**config.mk**
```make
export PLATFORM = sky130hd
export DESIGN_NAME = regfile_write_arbiter_flat
export DESIGN_NICKNAME = d
export VERILOG_FILES = /design/src/rtl/regfile_write_arbiter_pkg.sv /design/src/rtl/regfile_write_arbiter_if.sv /design/src/rtl/regfile_write_arbiter_scoreboard.sv /design/src/rtl/regfile_write_arbiter.sv /design/src/flat_wrapper.sv
export SDC_FILE = /design/constraint.sdc
export NUM_CORES = 1
export LEC_CHECK = 0
export CORE_UTILIZATION = 29
export DETAILED_ROUTE_END_ITERATION = 6
export PLACE_DENSITY_LB_ADDON = 0.05
export SLEW_MARGIN = 20
export SYNTH_ARGS = -nofsm -noshare
export SYNTH_HDL_FRONTEND = slang
export SYNTH_SLANG_ARGS = --single-unit
```
**constraint.sdc**
```tcl
create_clock -name clk_i -period 1.8 [get_ports clk_i]
set_clock_uncertainty 0.2 [all_clocks]
set_input_delay 0.36 -clock clk_i [delete_from_list [all_inputs] [get_ports clk_i]]
set_output_delay 0.36 -clock clk_i [all_outputs]
set_load 0.005 [all_outputs]
```
**src/rtl/regfile_write_arbiter_pkg.sv**
```systemverilog
// Shared register-file constants, types and helpers for the write arbiter slice.
package regfile_pkg;

    localparam int REG_ADDR_W   = 3;
    localparam int DATA_W       = 8;
    localparam int NUM_REGS     = 8;
    localparam int STARVE_CNT_W = 4;

    typedef logic [REG_ADDR_W-1:0] reg_addr_t;
    typedef logic [DATA_W-1:0]     reg_data_t;

    localparam reg_addr_t ZERO_REG = 3'd0;

    // Which requester owns the write port this cycle.
    typedef enum logic [1:0] {
        GRANT_NONE,
        GRANT_WB,
        GRANT_MC
    } grant_e;

    // True when the address is the hardwired-zero register and protection is on.
    function automatic logic isProtected(input reg_addr_t addr, input logic zeroProtect);
        return zeroProtect && (addr == ZERO_REG);
    endfunction

endpackage

```
**src/rtl/regfile_write_arbiter_if.sv**
```systemverilog
// Bundle of the WB, MC, issue, decode and register-file write-port signals.
// The master side is the pipeline/multicycle unit, the slave side is the arbiter.
interface regfile_write_arbiter_if;
    import regfile_pkg::*;

    logic      wb_valid;
    reg_addr_t wb_reg;
    reg_data_t wb_data;
    logic      wb_stall;

    logic      mc_valid;
    reg_addr_t mc_reg;
    reg_data_t mc_data;
    logic      mc_ready;

    logic      issue_valid;
    reg_addr_t issue_reg;
    logic      issue_ready;

    reg_addr_t ReadReg1;
    reg_addr_t ReadReg2;
    logic      hazard1;
    logic      hazard2;
    logic [NUM_REGS-1:0] busy;

    logic      RegWrite;
    reg_addr_t WriteReg;
    reg_data_t WriteData;

    modport master (
        output wb_valid, wb_reg, wb_data,
        output mc_valid, mc_reg, mc_data,
        output issue_valid, issue_reg,
        output ReadReg1, ReadReg2,
        input  wb_stall, mc_ready, issue_ready,
        input  hazard1, hazard2, busy,
        input  RegWrite, WriteReg, WriteData
    );

    modport slave (
        input  wb_valid, wb_reg, wb_data,
        input  mc_valid, mc_reg, mc_data,
        input  issue_valid, issue_reg,
        input  ReadReg1, ReadReg2,
        output wb_stall, mc_ready, issue_ready,
        output hazard1, hazard2, busy,
        output RegWrite, WriteReg, WriteData
    );

endinterface

```
**src/rtl/regfile_write_arbiter_scoreboard.sv**
```systemverilog
// Busy scoreboard: one bit per register with an MC result still outstanding.
// Drives issue back-pressure and decode hazards.
module regfile_scoreboard
    import regfile_pkg::*;
#(
    parameter logic ZERO_PROTECT = 1'b1
) (
    input  logic                clk_i,
    input  logic                rst_ni,
    input  logic                issue_valid_i,
    input  reg_addr_t           issue_reg_i,
    input  logic                mc_grant_i,
    input  reg_addr_t           mc_reg_i,
    input  reg_addr_t           read_reg1_i,
    input  reg_addr_t           read_reg2_i,
    output logic                issue_ready_o,
    output logic                hazard1_o,
    output logic                hazard2_o,
    output logic [NUM_REGS-1:0] busy_o
);

    logic [NUM_REGS-1:0] busy_q;
    logic [NUM_REGS-1:0] busy_d;
    logic [NUM_REGS-1:0] setMask;
    logic [NUM_REGS-1:0] clrMask;

    assign issue_ready_o = !busy_q[issue_reg_i];
    assign busy_o        = busy_q;

    // A grant releases the hazard one cycle early: the write lands on the negedge before the next read.
    assign hazard1_o = busy_q[read_reg1_i] && !(mc_grant_i && (mc_reg_i == read_reg1_i));
    assign hazard2_o = busy_q[read_reg2_i] && !(mc_grant_i && (mc_reg_i == read_reg2_i));

    // Next busy vector: clear on MC completion, then set on accepted issue so a same-register set wins.
    always_comb begin
        setMask = '0;
        clrMask = '0;
        if (issue_valid_i && issue_ready_o && !isProtected(issue_reg_i, ZERO_PROTECT)) begin
            setMask[issue_reg_i] = 1'b1;
        end
        if (mc_grant_i) begin
            clrMask[mc_reg_i] = 1'b1;
        end
        busy_d = (busy_q & ~clrMask) | setMask;
    end

    // Busy vector register; reset drops every reservation.
    always_ff @(posedge clk_i or negedge rst_ni) begin
        if (!rst_ni) begin
            busy_q <= '0;
        end else begin
            busy_q <= busy_d;
        end
    end

endmodule

```
**src/rtl/regfile_write_arbiter.sv**
```systemverilog
// Shares the register-file write port between WB (priority) and the multicycle unit,
// with a starvation guard that stalls WB for one cycle after MC loses STARVE_LIMIT times.
module regfile_write_arbiter
    import regfile_pkg::*;
#(
    parameter int   STARVE_LIMIT = 4,
    parameter logic ZERO_PROTECT = 1'b1
) (
    input  logic                    clk_i,
    input  logic                    rst_ni,
    regfile_write_arbiter_if.slave  bus
);

    localparam logic [STARVE_CNT_W-1:0] STARVE_MAX = STARVE_CNT_W'(STARVE_LIMIT);

    grant_e                  grant;
    logic                    starving;
    logic                    mcGrant;
    logic [STARVE_CNT_W-1:0] starveCnt_q;
    logic [STARVE_CNT_W-1:0] starveCnt_d;
    logic                    regWrite_q;
    logic                    regWrite_d;
    reg_addr_t               writeReg_q;
    reg_addr_t               writeReg_d;
    reg_data_t               writeData_q;
    reg_data_t               writeData_d;

    // Pick the owner of the write port: WB unless MC has been starved long enough.
    always_comb begin
        starving = bus.mc_valid && (starveCnt_q == STARVE_MAX);
        grant    = GRANT_NONE;
        if (bus.wb_valid && !starving) begin
            grant = GRANT_WB;
        end else if (bus.mc_valid) begin
            grant = GRANT_MC;
        end
    end

    assign mcGrant      = (grant == GRANT_MC);
    assign bus.wb_stall = bus.wb_valid && starving;
    assign bus.mc_ready = mcGrant;

    // Count consecutive MC losses, saturating at the limit; any MC win or idle cycle restarts it.
    always_comb begin
        starveCnt_d = starveCnt_q;
        if (!bus.mc_valid || mcGrant) begin
            starveCnt_d = '0;
        end else if (starveCnt_q < STARVE_MAX) begin
            starveCnt_d = starveCnt_q + 1'b1;
        end
    end

    // Capture the winner's address/data; write enable is suppressed for protected register 0.
    always_comb begin
        regWrite_d  = 1'b0;
        writeReg_d  = writeReg_q;
        writeData_d = writeData_q;
        unique case (grant)
            GRANT_WB: begin
                regWrite_d  = !isProtected(bus.wb_reg, ZERO_PROTECT);
                writeReg_d  = bus.wb_reg;
                writeData_d = bus.wb_data;
            end
            GRANT_MC: begin
                regWrite_d  = !isProtected(bus.mc_reg, ZERO_PROTECT);
                writeReg_d  = bus.mc_reg;
                writeData_d = bus.mc_data;
            end
            default: begin
                regWrite_d = 1'b0;
            end
        endcase
    end

    // Starvation counter and registered write port; stable well before the register file's negedge write.
    always_ff @(posedge clk_i or negedge rst_ni) begin
        if (!rst_ni) begin
            starveCnt_q <= '0;
            regWrite_q  <= 1'b0;
            writeReg_q  <= '0;
            writeData_q <= '0;
        end else begin
            starveCnt_q <= starveCnt_d;
            regWrite_q  <= regWrite_d;
            writeReg_q  <= writeReg_d;
            writeData_q <= writeData_d;
        end
    end

    assign bus.RegWrite  = regWrite_q;
    assign bus.WriteReg  = writeReg_q;
    assign bus.WriteData = writeData_q;

    regfile_scoreboard #(
        .ZERO_PROTECT (ZERO_PROTECT)
    ) u_scoreboard (
        .clk_i         (clk_i),
        .rst_ni        (rst_ni),
        .issue_valid_i (bus.issue_valid),
        .issue_reg_i   (bus.issue_reg),
        .mc_grant_i    (mcGrant),
        .mc_reg_i      (bus.mc_reg),
        .read_reg1_i   (bus.ReadReg1),
        .read_reg2_i   (bus.ReadReg2),
        .issue_ready_o (bus.issue_ready),
        .hazard1_o     (bus.hazard1),
        .hazard2_o     (bus.hazard2),
        .busy_o        (bus.busy)
    );

endmodule

```
**src/flat_wrapper.sv**
```systemverilog
// flat-port wrapper written by rule: the top's interface ports become plain ports
module regfile_write_arbiter_flat import regfile_pkg::*;
#(
    parameter int   STARVE_LIMIT = 4,
    parameter logic ZERO_PROTECT = 1'b1
)
  (clk_i, rst_ni, bus_wb_valid, bus_wb_reg, bus_wb_data, bus_mc_valid, bus_mc_reg, bus_mc_data, bus_issue_valid, bus_issue_reg, bus_ReadReg1, bus_ReadReg2, bus_wb_stall, bus_mc_ready, bus_issue_ready, bus_hazard1, bus_hazard2, bus_busy, bus_RegWrite, bus_WriteReg, bus_WriteData);
  regfile_write_arbiter_if bus_i ();
  input  logic clk_i;
  input  logic rst_ni;
  input wire logic [$bits(bus_i.wb_valid)-1:0] bus_wb_valid;
  input wire logic [$bits(bus_i.wb_reg)-1:0] bus_wb_reg;
  input wire logic [$bits(bus_i.wb_data)-1:0] bus_wb_data;
  input wire logic [$bits(bus_i.mc_valid)-1:0] bus_mc_valid;
  input wire logic [$bits(bus_i.mc_reg)-1:0] bus_mc_reg;
  input wire logic [$bits(bus_i.mc_data)-1:0] bus_mc_data;
  input wire logic [$bits(bus_i.issue_valid)-1:0] bus_issue_valid;
  input wire logic [$bits(bus_i.issue_reg)-1:0] bus_issue_reg;
  input wire logic [$bits(bus_i.ReadReg1)-1:0] bus_ReadReg1;
  input wire logic [$bits(bus_i.ReadReg2)-1:0] bus_ReadReg2;
  output wire logic [$bits(bus_i.wb_stall)-1:0] bus_wb_stall;
  output wire logic [$bits(bus_i.mc_ready)-1:0] bus_mc_ready;
  output wire logic [$bits(bus_i.issue_ready)-1:0] bus_issue_ready;
  output wire logic [$bits(bus_i.hazard1)-1:0] bus_hazard1;
  output wire logic [$bits(bus_i.hazard2)-1:0] bus_hazard2;
  output wire logic [$bits(bus_i.busy)-1:0] bus_busy;
  output wire logic [$bits(bus_i.RegWrite)-1:0] bus_RegWrite;
  output wire logic [$bits(bus_i.WriteReg)-1:0] bus_WriteReg;
  output wire logic [$bits(bus_i.WriteData)-1:0] bus_WriteData;
  assign bus_i.wb_valid = bus_wb_valid;
  assign bus_i.wb_reg = bus_wb_reg;
  assign bus_i.wb_data = bus_wb_data;
  assign bus_i.mc_valid = bus_mc_valid;
  assign bus_i.mc_reg = bus_mc_reg;
  assign bus_i.mc_data = bus_mc_data;
  assign bus_i.issue_valid = bus_issue_valid;
  assign bus_i.issue_reg = bus_issue_reg;
  assign bus_i.ReadReg1 = bus_ReadReg1;
  assign bus_i.ReadReg2 = bus_ReadReg2;
  assign bus_wb_stall = bus_i.wb_stall;
  assign bus_mc_ready = bus_i.mc_ready;
  assign bus_issue_ready = bus_i.issue_ready;
  assign bus_hazard1 = bus_i.hazard1;
  assign bus_hazard2 = bus_i.hazard2;
  assign bus_busy = bus_i.busy;
  assign bus_RegWrite = bus_i.RegWrite;
  assign bus_WriteReg = bus_i.WriteReg;
  assign bus_WriteData = bus_i.WriteData;
  regfile_write_arbiter #(.STARVE_LIMIT(STARVE_LIMIT), .ZERO_PROTECT(ZERO_PROTECT)) u_core (.clk_i(clk_i), .rst_ni(rst_ni), .bus(bus_i));
endmodule
```
==> impl_metrics.json, run 1 <==
{
  "ys_seq_area_share_pct": 41.8,
  "status": "finished, violations left",
  "hold_ws_ns": 0.248,
  "gp_congestion": 0.793,
  "grt_usage_pct": 17.8,
  "place.detailed.hpwl_mm": 3.27,
  "ys.flop_type": "dfrtp_1",
  "max_clock_freq_mhz": 441,
  "critPathLaunchType": "flop",
  "grt.overflow.total": 0,
  "fin_tns_setup_ns": -1.44,
  "synth.largest_area_cell": "dfrtp_1",
  "ff2ff_setup_slack_ns": 0.06,
  "root_buffer": "clkbuf_8",
  "critPathMaxFanout": 3,
  "period_share_pct": 126,
  "cts_buffer_depth": 2,
  "cts-buffers-inserted": 3,
  "wire_per_inst_um": 13.3,
  "drc": 0,
  "synthTopCellsByArea": "dfrtp_1 42%, mux4_2 9.4%, mux2i_1 8.4%",
  "slew_viol_final": 0,
  "clock_sinks": 24,
  "reg2reg_from": "u_core.starveCnt_q[1]$_DFFE_PN0P_",
  "ys_warn_count": 0,
  "rsz0062_at_grt": "yes",
  "start_util_pct": 30.2,
  "synth_nets": 177,
  "cp_data_required_time_ns": 1.24,
  "ys_ff_latch": 24,
  "fin_crit_ns": 2.27,
  "design.die.area_um2": 5230,
  "async_flop_share_pct": 100,
  "cts_tree": "yes",
  "first_pass_iters": 4,
  "num_vias": 1493,
  "hold_viol": 0,
  "synthDistinctLibCells": 33,
  "final_nets": 296,
  "clk_pin_slew_ns": 0.09,
  "cap_violations": 0,
  "relSlewSlack_pct": 75.8,
  "synth_area_per_cell_um2": 10.3,
  "core_um2": 4750,
  "htreeDepth": 1,
  "synthCells": 139,
  "dp.cells": 301,
  "r2r_end": "u_core.u_scoreboard.busy_o[5]$_DFF_PN0_",
  "grt_max_degree": 25,
  "synth_top_area_share_pct": 41.8,
  "die_height_um": 72.3,
  "placement.io_buffers": 60,
  "antennaDiodeCount": 0,
  "cp.arrival_ns": 1.71,
  "drive_above_1_share_pct": 35.4,
  "path_class": "reg2out",
  "post-place-ws_ns": -0.901,
  "max_slew.worst_pin.slew_ns": 0.362,
  "power_density_nw_per_um2": 704,
  "antenna_found_initial": 0,
  "rows": 25,
  "fin_area_um2": 2650,
  "cp-end-kind": "output port",
  "die_w_um": 72.3,
  "ir_worst_vdd_mv": 0.405,
  "vias_per_cell": 4.61,
  "dr.first_iter.drc_count": 38,
  "syn-cell-area_um2": 1440,
  "wl_mm": 4.30,
  "grt_pass1_vias": 1510,
  "violations": "setup timing",
  "cts_hold_buffers": 0,
  "synth_edf_count": 0,
  "dpl_cell_area_um2": 2410,
  "grt_first_pass_wirelength_mm": 7.17,
  "fin_util_pct": 55.7,
  "ant_nets": 0,
  "hold_class": "in2async",
  "setup_ws_ns": -0.469,
  "yosys-top-cells-count": "24 x dfrtp_1, 18 x nand2_1, 13 x o21ai_0, 12 x mux2i_1, 10 x nor2_1",
  "area_growth_syn_to_layout_pct": 84.5,
  "top_level_ports": 61,
  "setup-violations-final": 4,
  "power.leakage_nw": 1.21,
  "instances_no_fill": 324,
  "yosysMostFrequentCell": "dfrtp_1",
  "power_mw": 1.86,
  "clk_latency_ns": 0.27,
  "r2r_cells": 8
}
==> placed cells by master (no fill, tap or decap), types with 2 or more instances in the layout <==
cell type and instances:
inv_1 7, mux4_2 6, o21ai_1 3, a41oi_1 2, dfrtp_2 2, buf_2 4, xor2_1 4, buf_6 8
nor3_1 2, a31o_1 2, a31oi_1 5, nand2_1 18, nor2b_1 3, nor2_1 9, buf_12 2, dfrtp_1 22
o21ai_0 12, mux2i_1 12, clkbuf_8 4, clkdlybuf4s50_1 39, a21oi_1 3, dlygate4sd2_1 14, buf_4 52
==> worst max-delay path, stage by stage (launching register included) <==
cell and delay [ns]:
dfrtp_1 0.38, inv_1 0.06, ha_2 0.17, and3b_4 0.21
o21ai_4 0.07, buf_6 0.13, o41ai_2 0.20, o21ai_1 0.09
buf_2 0.13
==> routing by layer <==
| metal | GRT usage [%] | routed length [um] | vias to the layer above |
|---|---|---|---|
| met3 | 3.06 | 164 | 2 |
| met5 | 0 | 0 | - |
| met4 | 5.23 | 25 | 0 |
| met2 | 29.9 | 2070 | 36 |
| met1 | 23.4 | 2030 | 717 |
| li1 | - | - | 738 |
==> power by group <==
part	internal, mW	switching [mW]
sequential	0.609	0.0443
clock	0.195	0.184
combinational	0.531	0.301
==> worst max-delay path by stage <==
stage / endpoint / from / cells past startpoint / slack [ns]
finish: bus_hazard2 / u_core.starveCnt_q[1]$_DFFE_PN0P_ / 8 / -0.47
global route: bus_hazard2 / u_core.starveCnt_q[1]$_DFFE_PN0P_ / 8 / -0.56
CTS: bus_hazard2 / u_core.starveCnt_q[1]$_DFFE_PN0P_ / 8 / -0.51
detailed placement: bus_hazard1 / bus_ReadReg1[0] / 6 / -0.90
global placement: bus_hazard1 / bus_ReadReg1[0] / 6 / -0.86
floorplan: bus_hazard1 / u_core.starveCnt_q[0]$_DFFE_PN0P_ / 7 / -0.06
==> registers in the layout, summed over array words and instances (netlist names) <==
name / cells
u_core.bus.WriteReg: 3
u_core.bus.RegWrite: 1
u_core.starveCnt_q: 4
u_core.u_scoreboard.busy_o: 8
u_core.bus.WriteData: 8
==> final cells by class <==
cell class | instances | area, um2
Fill cell | 441 | 2110
Tap cell | 67 | 83.8
Multi-Input combinational cell | 100 | 807
Inverter | 8 | 30.0
Clock buffer | 4 | 55.1
Sequential cell | 24 | 603
Timing Repair Buffer | 121 | 1070
==> what timing repair did <==
item                                    CTS  global route
pin swaps                                 5             5
setup buffers                            17             3
resized for setup                        48            10
endpoints found under the setup margin   16            13
==> cells by family (layout without fill, tap and decap cells) <==
logic type	count (synthesis)	count (layout)	synth area share (%)
AO/OA/AOI/OAI	38	38	19.1
AND/OR/NAND/NOR	37	37	11.5
flip-flops	24	24	41.8
multiplexers	18	18	17.8
buffers and inverters	15	133	4.97
XOR/XNOR	5	5	3.05
adder cells (fa/ha/maj)	2	2	1.74
Power figures use the tool's default switching activity.
==> inputs of run 2 (changes only) <==
- CORE_MARGIN: not set -> 2
==> impl_metrics.json, run 2 (synthesis gave the netlist of run 1 again) <==
{
  "status": "finished, violations left",
  "violations": "setup timing",
  "max_slew.worst_pin.slew_ns": 0.336,
  "grt_pass1_vias": 1476,
  "wl_mm": 4.68,
  "final_common_cell": "buf_4",
  "busiest_layer": "met2",
  "path_buf_inv": 8,
  "wire_per_inst_um": 14.3,
  "first_pass_iters": 4,
  "slowest_delay_ns": 0.39,
  "cp-end-kind": "flop",
  "reg2reg_from": "u_core.starveCnt_q[0]$_DFFE_PN0P_",
  "area_growth_syn_to_layout_pct": 91.2,
  "grtUsageMet1_pct": 21.9,
  "rsz0062_at_grt": "yes",
  "dp.cells": 299,
  "cts_tree": "yes",
  "cp_slowest_cell": "dfrtp_1",
  "critPathMaxFanout": 4,
  "clk_latency_ns": 0.26,
  "drive_above_1_share_pct": 39.2,
  "grt_usage_pct": 17.1,
  "htreeDepth": 1,
  "hold_ws_ns": 0.254,
  "fin_tns_setup_ns": -4.13,
  "ir_worst_vdd_mv": 0.525,
  "die_height_um": 74.3,
  "place.detailed.hpwl_mm": 3.30,
  "path_delay_family": "buffers and inverters",
  "drc": 0,
  "antenna_found_initial": 0,
  "cts_buffer_depth": 2,
  "grt_first_pass_wirelength_mm": 7.13,
  "fin_crit_ns": 2.33,
  "hold_viol": 0,
  "path_cells": "inv_1, ha_2, and3b_4, o21ai_4, buf_4, buf_6, buf_6, buf_6, buf_6, buf_6, buf_4, nor2_4, a41oi_2",
  "r2r_cells": 13,
  "cp.arrival_ns": 2.26,
  "antennaDiodeCount": 0,
  "dr.first_iter.drc_count": 35,
  "hold_class": "in2async",
  "grt.overflow.total": 0,
  "clock_sinks": 24,
  "final_nets": 299,
  "num_vias": 1526,
  "design.die.area_um2": 5530,
  "placement.io_buffers": 60,
  "cts_hold_buffers": 0,
  "power_mw": 1.89,
  "path_class": "reg2reg",
  "critPathLaunchType": "flop",
  "instances_no_fill": 327,
  "grt_max_degree": 25,
  "setup_ws_ns": -0.528,
  "grt.met3_usage_pct": 4.07,
  "r2r_end": "u_core.u_scoreboard.busy_o[5]$_DFF_PN0_",
  "gp_congestion": 0.837,
  "layout_common_cells": "47 x buf_4, 40 x clkdlybuf4s50_1, 21 x dfrtp_1",
  "met2_usage_pct": 29.8,
  "cts-buffers-inserted": 3,
  "ff2ff_setup_slack_ns": -0.53,
  "die_w_um": 74.3,
  "root_buffer": "clkbuf_8",
  "vias_per_cell": 4.67,
  "power_density_nw_per_um2": 689,
  "top_level_ports": 61,
  "cap_violations": 0,
  "fin_util_pct": 57.7,
  "max_clock_freq_mhz": 429,
  "crit_path_frequent_cell": "buf_6",
  "ant_nets": 0,
  "rows": 25,
  "cp_data_required_time_ns": 1.73,
  "core_um2": 4750,
  "setup-violations-final": 22,
  "period_share_pct": 129,
  "relSlewSlack_pct": 77.6,
  "power.leakage_nw": 1.25,
  "slew_viol_final": 0,
  "clk_pin_slew_ns": 0.08,
  "start_util_pct": 30.2
}
-- run 2: cell count changes in the layout (fill, tap and decap cells not counted), moves of 2 or more --
cell / delta
buf_4: -5
o21ai_1: +8
o21ai_0: -11
o21ai_2: +3
nand2_2: +2
dlygate4sd2_1: -2
nand2_1: -3
buf_6: +7
-- run 2: per-layer routing --
metal,share of wire [%],vias up
met5,0,-
li1,-,747
met1,43,745
met3,4.4,2
met4,0.47,0
met2,52,32
-- run 2: worst reg2reg max path, cell delays in order (launching register included) --
cell     delay (ns)
dfrtp_1        0.39
inv_1          0.06
ha_2           0.18
and3b_4        0.22
o21ai_4        0.08
buf_4          0.15
buf_6          0.11
buf_6          0.10
buf_6          0.10
buf_6          0.10
buf_6          0.10
buf_4          0.14
nor2_4         0.16
a41oi_2        0.12
-- run 2: how the worst max path moves through the flow --
| stage | start | to | slack, ns | depth (start not counted) |
|---|---|---|---|---|
| floorplan | u_core.starveCnt_q[0]$_DFFE_PN0P_ | bus_hazard1 | -0.06 | 7 |
| global placement | bus_ReadReg1[0] | bus_hazard1 | -0.86 | 6 |
| detailed placement | bus_ReadReg1[0] | bus_hazard1 | -0.88 | 6 |
| CTS | u_core.starveCnt_q[0]$_DFFE_PN0P_ | bus_hazard1 | -0.51 | 8 |
| global route | u_core.starveCnt_q[0]$_DFFE_PN0P_ | u_core.u_scoreboard.busy_o[5]$_DFF_PN0_ | -0.64 | 13 |
| finish | u_core.starveCnt_q[0]$_DFFE_PN0P_ | u_core.u_scoreboard.busy_o[5]$_DFF_PN0_ | -0.53 | 13 |
-- run 2: layout make-up --
cell class | instances | area [um2]
fill | 442 | 2010
tap | 67 | 83.8
multi-input combinational | 100 | 833
inverter | 8 | 30.0
sequential | 24 | 604
timing repair buffer | 124 | 1140
clock buffer | 4 | 55.1
-- run 2: stage by stage --
stage	setup WS, ns	instance area (um2)
finish	-0.528	2740
global route	-0.641	2740
CTS	-0.513	2550
detailed placement	-0.877	2390
global placement	-0.855	2390
floorplan	-0.0625	1440
-- run 2: power breakdown --
part | leakage, nW | total [mW] | switching, mW | internal (mW)
Sequential | 0.287 | 0.657 | 0.0467 | 0.610
Clock | 0.0288 | 0.363 | 0.168 | 0.195
Combinational | 0.931 | 0.871 | 0.322 | 0.549
-- run 2: what timing repair did --
action | in CTS | in global routing
pin swaps | 5 | 13
cloned | 0 | 1
buffers inserted | 17 | 8
endpoints found under the setup margin | 17 | 22
gates resized for setup | 50 | 38
